### src/rtl/serial_add_driver_if.sv
// Word-side handshake and serial-adder pin bundle for serial_add_driver.
// slave = the driver itself, master = whatever surrounds it (control logic + adder cell).
interface serial_add_driver_if #(parameter int W = 8);
    logic         in_valid;
    logic         in_ready;
    logic [W-1:0] op_a;
    logic [W-1:0] op_b;
    logic         op_cin;
    logic         out_valid;
    logic         out_ready;
    logic [W-1:0] sum;
    logic         cout;
    logic         ser_clr;
    logic         ser_start;
    logic         ser_a;
    logic         ser_b;
    logic         ser_cin;
    logic         ser_s;
    logic         ser_cout;

    modport slave (
        input  in_valid, op_a, op_b, op_cin, out_ready, ser_s, ser_cout,
        output in_ready, out_valid, sum, cout, ser_clr, ser_start, ser_a, ser_b, ser_cin
    );

    modport master (
        output in_valid, op_a, op_b, op_cin, out_ready, ser_s, ser_cout,
        input  in_ready, out_valid, sum, cout, ser_clr, ser_start, ser_a, ser_b, ser_cin
    );
endinterface

### src/rtl/serial_add_driver.sv
// Serialises a word add onto a bit-serial full adder, LSB first, closing the carry
// loop through the adder's registered COUT and reassembling the returned S stream.
module serial_add_driver #(
    parameter int W = 8
) (
    input  logic                CLK,
    input  logic                rst,
    serial_add_driver_if.slave  bus
);
    localparam int KW = $clog2(W);
    localparam logic [KW-1:0] K_LAST = KW'(W - 1);

    typedef enum logic [1:0] {IDLE, SEND, DRAIN, DONE} state_t;

    typedef struct packed {
        logic [W-1:0] a;
        logic [W-1:0] b;
        logic         cin;
    } req_t;

    state_t       state, state_nxt;
    req_t         req_q;
    logic [KW-1:0] k;
    logic [W-1:0] sum_q;
    logic         cout_q;
    logic         k_first;
    logic         k_last;

    assign k_first = (k == '0);
    assign k_last  = (k == K_LAST);

    always_ff @(posedge CLK) begin
        if (rst) begin
            state  <= IDLE;
            req_q  <= '0;
            k      <= '0;
            sum_q  <= '0;
            cout_q <= 1'b0;
        end else begin
            state <= state_nxt;
            case (state)
                IDLE: begin
                    if (bus.in_valid) begin
                        req_q.a   <= bus.op_a;
                        req_q.b   <= bus.op_b;
                        req_q.cin <= bus.op_cin;
                        k         <= '0;
                    end
                end
                SEND: begin
                    // S for bit k-1 arrives one cycle after it was driven
                    if (!k_first) sum_q[k - 1'b1] <= bus.ser_s;
                    if (!k_last)  k <= k + 1'b1;
                end
                DRAIN: begin
                    sum_q[W-1] <= bus.ser_s;
                    cout_q     <= bus.ser_cout;
                end
                default: ;
            endcase
        end
    end

    always_comb begin
        state_nxt     = state;
        bus.in_ready  = 1'b0;
        bus.out_valid = 1'b0;
        bus.ser_clr   = 1'b0;
        bus.ser_start = 1'b0;
        bus.ser_a     = 1'b0;
        bus.ser_b     = 1'b0;
        bus.ser_cin   = 1'b0;
        case (state)
            IDLE: begin
                bus.in_ready = 1'b1;
                bus.ser_clr  = 1'b1;
                if (bus.in_valid) state_nxt = SEND;
            end
            SEND: begin
                bus.ser_start = 1'b1;
                bus.ser_a     = req_q.a[k];
                bus.ser_b     = req_q.b[k];
                // carry loop: adder's registered COUT feeds straight back after bit 0
                bus.ser_cin   = k_first ? req_q.cin : bus.ser_cout;
                if (k_last) state_nxt = DRAIN;
            end
            DRAIN: state_nxt = DONE;
            DONE: begin
                bus.out_valid = 1'b1;
                bus.ser_clr   = 1'b1;
                if (bus.out_ready) state_nxt = IDLE;
            end
            default: state_nxt = IDLE;
        endcase
    end

    assign bus.sum  = sum_q;
    assign bus.cout = cout_q;
endmodule

### src/flat_wrapper.sv
// flat-port wrapper written by rule: the top's interface ports become plain ports
module serial_add_driver_flat 
#(
    parameter int W = 8
)
  (CLK, rst, bus_in_valid, bus_op_a, bus_op_b, bus_op_cin, bus_out_ready, bus_ser_s, bus_ser_cout, bus_in_ready, bus_out_valid, bus_sum, bus_cout, bus_ser_clr, bus_ser_start, bus_ser_a, bus_ser_b, bus_ser_cin);
  serial_add_driver_if #(.W(W)) bus_i ();
  input  logic CLK;
  input  logic rst;
  input wire logic [$bits(bus_i.in_valid)-1:0] bus_in_valid;
  input wire logic [$bits(bus_i.op_a)-1:0] bus_op_a;
  input wire logic [$bits(bus_i.op_b)-1:0] bus_op_b;
  input wire logic [$bits(bus_i.op_cin)-1:0] bus_op_cin;
  input wire logic [$bits(bus_i.out_ready)-1:0] bus_out_ready;
  input wire logic [$bits(bus_i.ser_s)-1:0] bus_ser_s;
  input wire logic [$bits(bus_i.ser_cout)-1:0] bus_ser_cout;
  output wire logic [$bits(bus_i.in_ready)-1:0] bus_in_ready;
  output wire logic [$bits(bus_i.out_valid)-1:0] bus_out_valid;
  output wire logic [$bits(bus_i.sum)-1:0] bus_sum;
  output wire logic [$bits(bus_i.cout)-1:0] bus_cout;
  output wire logic [$bits(bus_i.ser_clr)-1:0] bus_ser_clr;
  output wire logic [$bits(bus_i.ser_start)-1:0] bus_ser_start;
  output wire logic [$bits(bus_i.ser_a)-1:0] bus_ser_a;
  output wire logic [$bits(bus_i.ser_b)-1:0] bus_ser_b;
  output wire logic [$bits(bus_i.ser_cin)-1:0] bus_ser_cin;
  assign bus_i.in_valid = bus_in_valid;
  assign bus_i.op_a = bus_op_a;
  assign bus_i.op_b = bus_op_b;
  assign bus_i.op_cin = bus_op_cin;
  assign bus_i.out_ready = bus_out_ready;
  assign bus_i.ser_s = bus_ser_s;
  assign bus_i.ser_cout = bus_ser_cout;
  assign bus_in_ready = bus_i.in_ready;
  assign bus_out_valid = bus_i.out_valid;
  assign bus_sum = bus_i.sum;
  assign bus_cout = bus_i.cout;
  assign bus_ser_clr = bus_i.ser_clr;
  assign bus_ser_start = bus_i.ser_start;
  assign bus_ser_a = bus_i.ser_a;
  assign bus_ser_b = bus_i.ser_b;
  assign bus_ser_cin = bus_i.ser_cin;
  serial_add_driver #(.W(W)) u_core (.CLK(CLK), .rst(rst), .bus(bus_i));
endmodule
### config.mk
export PLATFORM = sky130hd
export DESIGN_NAME = serial_add_driver_flat
export DESIGN_NICKNAME = d
export VERILOG_FILES = /design/src/rtl/serial_add_driver_if.sv /design/src/rtl/serial_add_driver.sv /design/src/flat_wrapper.sv
export SDC_FILE = /design/constraint.sdc
export NUM_CORES = 1
export LEC_CHECK = 0
export ABC_CLOCK_PERIOD_IN_PS = 2600
export BUFFER_PORTS_ARGS = -buffer_cell sky130_fd_sc_hd__buf_2
export CAP_MARGIN = 20
export CORE_MARGIN = 3
export CORE_UTILIZATION = 52
export DETAILED_ROUTE_END_ITERATION = 10
export PLACE_DENSITY = 0.78
export SYNTH_ARGS = -nofsm -noshare
export SYNTH_HDL_FRONTEND = slang
export SYNTH_SLANG_ARGS = --single-unit
### constraint.sdc
create_clock -name CLK -period 2.6 [get_ports CLK]
set_clock_uncertainty 0.2 [all_clocks]
set_input_delay 0.26 -clock CLK [delete_from_list [all_inputs] [get_ports CLK]]
set_output_delay 0.26 -clock CLK [all_outputs]
set_load 0.02 [all_outputs]
==> flow_summary.yaml, run 1 <==
logic_synthesis:
  synth_edf_count: 0
  synthArstFlopShare: 0
  synth_area_um2: 1550
  syn_nets: 205
  ys_ff_latch: 31
  ys_types: 29
  yosysWarnings: 0
  synthFlopType: "dfxtp_1"
  syn_inst: 174
  syn_avg_cell_area_um2: 8.90
  ys_seq_area_frac: 0.401
sta:
  setup_violations: 0
  worst_pin_slew_ns: 0.610
  fmax_mhz: 411
  period_share: 0.937
  finalSetupTns_ns: 0
  slew_violations: 0
  fin_ws_ns: 0.165
  maxSlewHeadroom: 0.593
  rsz0062_at_grt: "false"
  finalHoldViolations: 0
  post-route-min-period_ns: 2.44
cts:
  clockBufferDepth: 2
  cts_tree: "yes"
  htree_num_levels: 2
  clock-sinks: 31
  cts_inserted_buffers: 5
  cts.clk_slew.worst_paths_ns: 0.10
  post_cts_resized: 0
  clk_latency_ns: 0.34
  clockRootBuffer: "clkbuf_4"
global_route:
  overflow: 0
  grt_pass1_vias: 1392
  grt.total_usage: 0.222
  grt_pass1_wl_mm: 5.95
  grt_max_degree: 33
  antenna_found_initial: 0
power_and_ir_drop:
  powerDensity_nw_per_um2: 844
  p_leak_uw: 0.000857
  peakVddDrop_mv: 0.425
  sw_frac_of_total: 0.408
  p_int_uw: 982
  clockPowerShare: 0.162
  combPwrFrac: 0.463
  power.share.sequential: 0.374
  p_sw_uw: 677
cells_and_area:
  diodes: 0
  multiInputGateArea_um2: 842
  drive_gt1_frac: 0.229
  final_cell_area_um2: 1970
  layout_commonest_cell: "nand2_1"
  fillers: 239
  areaGrowthSynthToFinish_pct: 27.1
  layout_common_cells: "nand2_1, buf_2, dfxtp_1, dlygate4sd3_1, a21oi_1"
  register_area_um2: 621
  nets: 261
critical_path:
  critical_path.startpoint: "u_core.k[0]"
  startpoint_type: "register"
  crit_arrival_ns: 1.98
  worstSetupEndpointType: "output port"
  worstPathRequired_ns: 2.14
  reg2reg_from: "u_core.k[0]"
  crit_type: "reg2out"
  crit_path_max_fanout: 10
routing:
  wl_per_cell_um: 13.5
  via_per_inst: 5.32
  drtPass1Iterations: 4
  drt-initial-drc-count: 75
  vias: 1394
  wl_mm: 3.54
  drc: 0
  ant_nets: 0
placed_design:
  place_area_um2: 1740
  place_congestion: 0.808
  pre_cts_ws_ns: 0.348
  hpwl_mm: 2.38
  port_buffers: 38
flow_run:
  cap_violations: 0
worst_hold_path:
  hold_start: "bus_ser_s"
  hold_class: "in2reg"
die:
  io_pins: 39
  initial_core_util: 0.552
  die_area_um2: 3670
  core-area_um2: 2810
  num_rows: 19
  die_x_um: 60.6
  die_h_um: 60.6
status:
  status: "completed"
==> cells in the mapped netlist, types with 4 or more instances <==
library cell,n,area [µm²]
nand2_1,39,146
dfxtp_1,31,621
a21oi_1,17,85.1
mux2i_1,15,150
nor2_1,15,56.3
ha_1,8,100
inv_1,8,30.0
nor2b_1,6,37.5
a211oi_1,4,30.0
clkbuf_1,4,15.0
mux4_2,4,90.1
==> per-layer routing <==
| layer | up-vias | GRT usage | routed length, µm |
|---|---|---|---|
| met1 | 653 | 0.239 | 1480 |
| met4 | 0 | 0.121 | 74 |
| met3 | 9 | 0.0489 | 149 |
| li1 | 701 | - | - |
| met2 | 31 | 0.401 | 1830 |
| met5 | - | 0 | 0 |
==> path summary, 6_finish.rpt <==
check	to	slack, ns	cells after the start
worst min register to register	u_core.req_q[12]	0.27	2
worst max-delay path	bus_ser_b	0.16	5
worst max register to register	u_core.bus.sum[0]	0.32	6
worst min-delay path	u_core.bus.sum[7]	0.04	3
==> metrics by stage <==
stage / util / total power (µW) / hold WS, ns / std cells
floorplan: - / 1210 / 0.196 / 174
global placement: 0.619 / 1340 / 0.243 / 236
detailed placement: 0.619 / 1380 / 0.248 / 236
CTS: 0.701 / 1670 / 0.0345 / 262
global route: 0.701 / 1780 / 0.0773 / 262
finish: 0.701 / 1660 / 0.0389 / 262
==> state kept, by name (all words and copies together), names as in the netlist <==
register         cells
u_core.req_q        17
u_core.k             3
u_core.bus.sum       8
u_core.bus.cout      1
u_core.state         2
==> power groups by stage <==
| stage | combinational [µW] | sequential [µW] | clock (µW) |
|---|---|---|---|
| final | 769 | 621 | 269 |
| after global routing | 851 | 633 | 299 |
| after CTS | 769 | 622 | 276 |
| after detailed placement | 744 | 632 | 0 |
| after global placement | 719 | 623 | 0 |
| after floorplan | 591 | 615 | 0 |
==> worst max-delay path, cell delays in order, from the launching register on <==
cell and delay [ns]:
dfxtp_1 0.55, buf_4 0.21, mux4_2 0.49, mux2i_1 0.16, nor2b_1 0.06, buf_2 0.16
==> kinds of logic after synthesis <==
kind of cell | share of synthesized area
simple gates | 0.203
flops | 0.401
compound gates | 0.108
mux | 0.162
buf+inv | 0.0550
fa+ha+maj | 0.0647
xor+xnor | 0.00566
==> timing repair <==
item | in CTS | in global routing
buffers inserted | 0 | 0
hold buffers | 18 | 0
hold endpoints to repair | 18 | 0
endpoints found under the setup margin | 0 | 0
==> layout make-up <==
type	count	share of cell area
clock inverter	1	0.00254
multi-input combinational	126	0.428
timing repair buffer	58	0.196
tap	31	0.0197
inverter	8	0.0153
clock buffer	7	0.0229
sequential	31	0.316
No activity file was read; power rests on OpenSTA's default activity.
==> run 2: changes to the inputs <==
==> constraint.sdc (replaced) <==
create_clock -name CLK -period 2.6 [get_ports CLK]
set_clock_uncertainty 0.2 [all_clocks]
set_input_delay 0.52 -clock CLK [delete_from_list [all_inputs] [get_ports CLK]]
set_output_delay 0.52 -clock CLK [all_outputs]
set_load 0.02 [all_outputs]
==> flow_summary.yaml, run 2 (same netlist as run 1, synthesis figures left out) <==
die:
  core-area_um2: 2810
  die_area_um2: 3670
  die_x_um: 60.6
  die_h_um: 60.6
  num_rows: 19
  io_pins: 39
  initial_core_util: 0.552
global_route:
  grt.total_usage: 0.191
  antenna_found_initial: 0
  grt_max_degree: 33
  grt_pass1_wl_mm: 5.12
  overflow: 0
  grt_pass1_vias: 1267
power_and_ir_drop:
  peakVddDrop_mv: 0.437
  p_int_uw: 1020
  combPwrFrac: 0.433
  p_sw_uw: 664
  power.share.sequential: 0.374
  sw_frac_of_total: 0.395
  total_power_uw: 1680
  powerDensity_nw_per_um2: 932
  clockPowerShare: 0.193
  p_leak_uw: 0.000787
cells_and_area:
  layout_common_cells: "nand2_1, buf_2, dfxtp_1, a21oi_1"
  largest_reg_flops: 17
  fin_util: 0.643
  final_cell_area_um2: 1800
  areaGrowthSynthToFinish_pct: 16.5
  layout_commonest_cell: "nand2_1"
  largest-register: "u_core.req_q"
  drive_gt1_frac: 0.259
  diodes: 0
  nets: 242
  fillers: 245
sta:
  setup_violations: 0
  fin_ws_ns: 0.174
  maxSlewHeadroom: 0.625
  finalSetupTns_ns: 0
  finalHoldViolations: 0
  worst_pin_slew_ns: 0.563
  post-route-min-period_ns: 2.43
  period_share: 0.933
  rsz0062_at_grt: "false"
  fmax_mhz: 412
  slew_violations: 0
routing:
  vias: 1303
  ant_nets: 0
  drtPass1Iterations: 4
  via_per_inst: 5.36
  wl_per_cell_um: 12.9
  drt-initial-drc-count: 28
  wl_mm: 3.15
  drc: 0
critical_path:
  crit_arrival_ns: 1.71
  worstSetupEndpointType: "output port"
  cp_cell_sequence: "inv_1, ha_1, and2b_1, mux2i_1, nor2b_1, buf_2"
  crit_family: "flip-flops"
  slowest_stage: "dfxtp_4"
  cp.depth: 6
  crit_type: "reg2out"
  crit_buf_inv: 2
  ff2ff_path_depth: 6
  regToRegSetupSlack_ns: 0.54
  startpoint_type: "register"
  worstPathRequired_ns: 1.88
  cpPeakStageDelay_ns: 0.44
  crit_path_max_fanout: 12
placed_design:
  place_area_um2: 1730
  place_congestion: 0.763
  port_buffers: 38
  hpwl_mm: 2.37
  pre_cts_ws_ns: 0.262
cts:
  clockRootBuffer: "clkbuf_4"
  clk_latency_ns: 0.34
  htree_num_levels: 2
  cts_inserted_buffers: 5
  clock-sinks: 31
  cts_hold_buffers: 0
  cts_setup_buffers: 0
  clockBufferDepth: 2
  cts_tree: "yes"
  cts.clk_slew.worst_paths_ns: 0.10
worst_hold_path:
  min_path_cells: 3
  hold_class: "in2reg"
flow_run:
  cap_violations: 0
status:
  status: "completed"
-- run 2: cell types whose count changed in the layout (fill, tap and decap cells not counted) --
cell / before / now
dlygate4sd3_1: 18 / 0
clkbuf_8: 0 / 2
dfxtp_1: 31 / 29
buf_4: 2 / 1
clkbuf_1: 2 / 1
clkinv_2: 1 / 0
dfxtp_2: 0 / 1
dfxtp_4: 0 / 1
-- run 2: area by class of cell --
class	count	area, µm²	share of cell area
clock buffer	8	68.8	0.0382
tap	31	38.8	0.0215
multi-input combinational	126	842	0.467
sequential	31	626	0.347
inverter	8	30.0	0.0167
timing repair buffer	39	198	0.110
-- run 2: worst paths after layout --
| check | start | endpoint |
|---|---|---|
| worst max-delay path | u_core.k[0] | bus_ser_cin |
| worst min register to register | u_core.req_q[8] | u_core.req_q[8] |
| worst min-delay path | bus_op_b[7] | u_core.req_q[8] |
| worst max register to register | u_core.k[0] | u_core.bus.sum[2] |
-- run 2: layer usage --
metal,track usage,vias to the layer above,share of wire
li1,-,665,-
met1,0.202,600,0.43
met2,0.344,33,0.50
met3,0.0468,5,0.058
met4,0.111,0,0.017
met5,0,-,0
-- run 2: through the flow --
stage / std cells / hold WS (ns)
6_report: 243 / 0.207
5_1_grt: 243 / 0.213
4_1_cts: 243 / 0.201
3_5_place_dp: 235 / 0.246
3_3_place_gp: 235 / 0.245
2_1_floorplan: 174 / 0.233
-- run 2: power groups by stage --
stage | Clock [µW] | Combinational, µW | Sequential, µW
after floorplan | 0 | 591 | 615
final | 324 | 728 | 628
after global routing | 349 | 810 | 640
after detailed placement | 0 | 732 | 636
after global placement | 0 | 703 | 629
after CTS | 330 | 734 | 626
-- run 2: repair_timing --
| item | CTS | global route |
|---|---|---|
| endpoints found under the setup margin | 3 | 1 |
| resized for setup | 1 | 2 |
| pin swaps | 0 | 0 |
-- run 2: worst min-delay path, stage by stage --
cell and delay, ns:
buf_2 0.10, nand2_1 0.05, a21oi_1 0.05
==> run 3: changes to the inputs <==
- ABC_AREA: default -> 1
==> flow_summary.yaml, run 3 <==
logic_synthesis:
  ys_types: 27
  yosysWarnings: 0
  synth_edf_count: 0
  yosys-top-cells-count: "nor2_1, nand2_1, dfxtp_1, o21ai_0, inv_1"
  ys_seq_area_frac: 0.389
  syn_inst: 230
  synthFlopType: "dfxtp_1"
  syn_avg_cell_area_um2: 6.94
  synthArstFlopShare: 0
  syn_nets: 261
  synth_area_leader_cell: "dfxtp_1"
  netlist.area_leader.share: 0.389
  synth_area_um2: 1600
  netlist_top_cells_area: "dfxtp_1, nor2_1, o21ai_0"
  yosysMostFrequentCell: "nor2_1"
  ys_ff_latch: 31
die:
  die_x_um: 61.4
  die_h_um: 61.4
  num_rows: 19
  die_area_um2: 3770
  core-area_um2: 2830
  initial_core_util: 0.564
  io_pins: 39
cts:
  clockBufferDepth: 2
  cts_inserted_buffers: 5
  htree_num_levels: 2
  cts_tree: "yes"
  cts_setup_buffers: 0
  clock-sinks: 31
  cts.clk_slew.worst_paths_ns: 0.10
  clockRootBuffer: "clkbuf_4"
  clk_latency_ns: 0.33
critical_path:
  startpoint_type: "register"
  crit_buf_inv: 2
  crit_path_max_fanout: 9
  cp_cell_sequence: "inv_1, ha_1, nand2_1, nand2_1, a21oi_1, buf_2"
  critPathMostFrequentCell: "nand2_1"
  crit_type: "reg2out"
  crit_family: "flip-flops"
  slowest_stage: "dfxtp_1"
  worstSetupEndpointType: "output port"
  cpPeakStageDelay_ns: 0.50
  crit_arrival_ns: 1.67
  worstPathRequired_ns: 1.88
sta:
  fin_ws_ns: 0.209
  worst_pin_slew_ns: 0.543
  setup_violations: 0
  post-route-min-period_ns: 2.39
  finalHoldViolations: 0
  slew_violations: 0
  finalSetupTns_ns: 0
  maxSlewHeadroom: 0.638
  fmax_mhz: 418
  period_share: 0.920
  rsz0062_at_grt: "false"
cells_and_area:
  diodes: 0
  areaGrowthSynthToFinish_pct: 15.2
  largest_reg_flops: 17
  layout_commonest_cell: "nor2_1"
  fin_util: 0.650
  drive_gt1_frac: 0.217
  largest-register: "u_core.req_q"
  nets: 297
  fillers: 269
  layout_common_cells: "nor2_1, buf_2, nand2_1, dfxtp_1, o21ai_0"
placed_design:
  place_congestion: 0.792
  hpwl_mm: 2.40
  port_buffers: 38
  pre_cts_ws_ns: 0.471
routing:
  wl_mm: 3.22
  drt-initial-drc-count: 103
  drc: 0
  drtPass1Iterations: 4
  vias: 1497
  wl_per_cell_um: 10.8
  ant_nets: 0
  via_per_inst: 5.02
global_route:
  grt_max_degree: 23
  grt.total_usage: 0.196
  grt_pass1_wl_mm: 5.51
  grt_pass1_vias: 1315
  antenna_found_initial: 0
  overflow: 0
power_and_ir_drop:
  total_power_uw: 1880
  p_leak_uw: 0.000891
  powerDensity_nw_per_um2: 1020
  peakVddDrop_mv: 0.797
worst_hold_path:
  hold_class: "in2reg"
flow_run:
  cap_violations: 0
status:
  status: "completed"
## run 3: cell types whose count changed in the layout (fill, tap and decap cells not counted), sizes merged, moves of 6 or more
| cell | delta |
|---|---|
| nor2 | +42 |
| o21ai | +30 |
| nand3 | +10 |
| mux2i | -15 |
| nor2b | -6 |
| inv | +12 |
## run 3: kinds of logic (layout without fill, tap and decap cells)
kind of cell	count (synthesis)	after routing	synth area share
and+or+nand+nor	111	111	0.297
adders and majority gates	8	8	0.0627
buffers and inverters	31	68	0.0925
AOI/OAI and AO/OA	49	49	0.158
DFF	31	31	0.389
## run 3: power by group
group          total [µW]  leakage (µW)  switching (µW)  internal (µW)
sequential            661      0.000255            78.6            583
clock                 321     0.0000386             162            159
combinational         894      0.000597             586            307
## run 3: final timing paths
path                     start                 to  slack [ns]  cells past startpoint
min reg2reg  u_core.bus.sum[0]  u_core.bus.sum[0]        0.26                      2
max reg2reg    u_core.state[0]   u_core.req_q[13]        0.66                      7
max                u_core.k[1]        bus_ser_cin        0.21                      6
min                bus_op_a[7]   u_core.req_q[16]        0.23                      3
## run 3: layout make-up
class / count / area [µm²] / share of cell area
tap: 31 / 38.8 / 0.0211
timing repair buffer: 39 / 198 / 0.108
clock buffer: 8 / 68.8 / 0.0374
multi-input combinational: 168 / 827 / 0.450
sequential: 31 / 622 / 0.338
inverter: 21 / 83.8 / 0.0456
## run 3: routing by layer
layer | track usage | vias to the layer above | part of all wire
met4 | 0.100 | 0 | 0.021
li1 | - | 810 | -
met3 | 0.0524 | 7 | 0.041
met5 | 0 | - | 0
met1 | 0.256 | 655 | 0.49
met2 | 0.298 | 25 | 0.45
## run 3: per-stage QoR
stage / area, µm² / hold WS (ns) / std cells
finish: 1840 / 0.231 / 298
global route: 1840 / 0.234 / 298
CTS: 1840 / 0.225 / 298
detailed placement: 1770 / 0.250 / 290
global placement: 1770 / 0.247 / 290
floorplan: 1600 / 0.249 / 230
## run 3: tightest hold or removal path, delay by kind of cell
family          cells  cell delay (ns)
simple gates        1             0.07
buf+inv             1             0.07
compound gates      1             0.07
## run 3: repair_timing
item | CTS | global route
setup endpoints to repair | 0 | 1
hold buffers | 0 | 0
resized for setup | 0 | 1
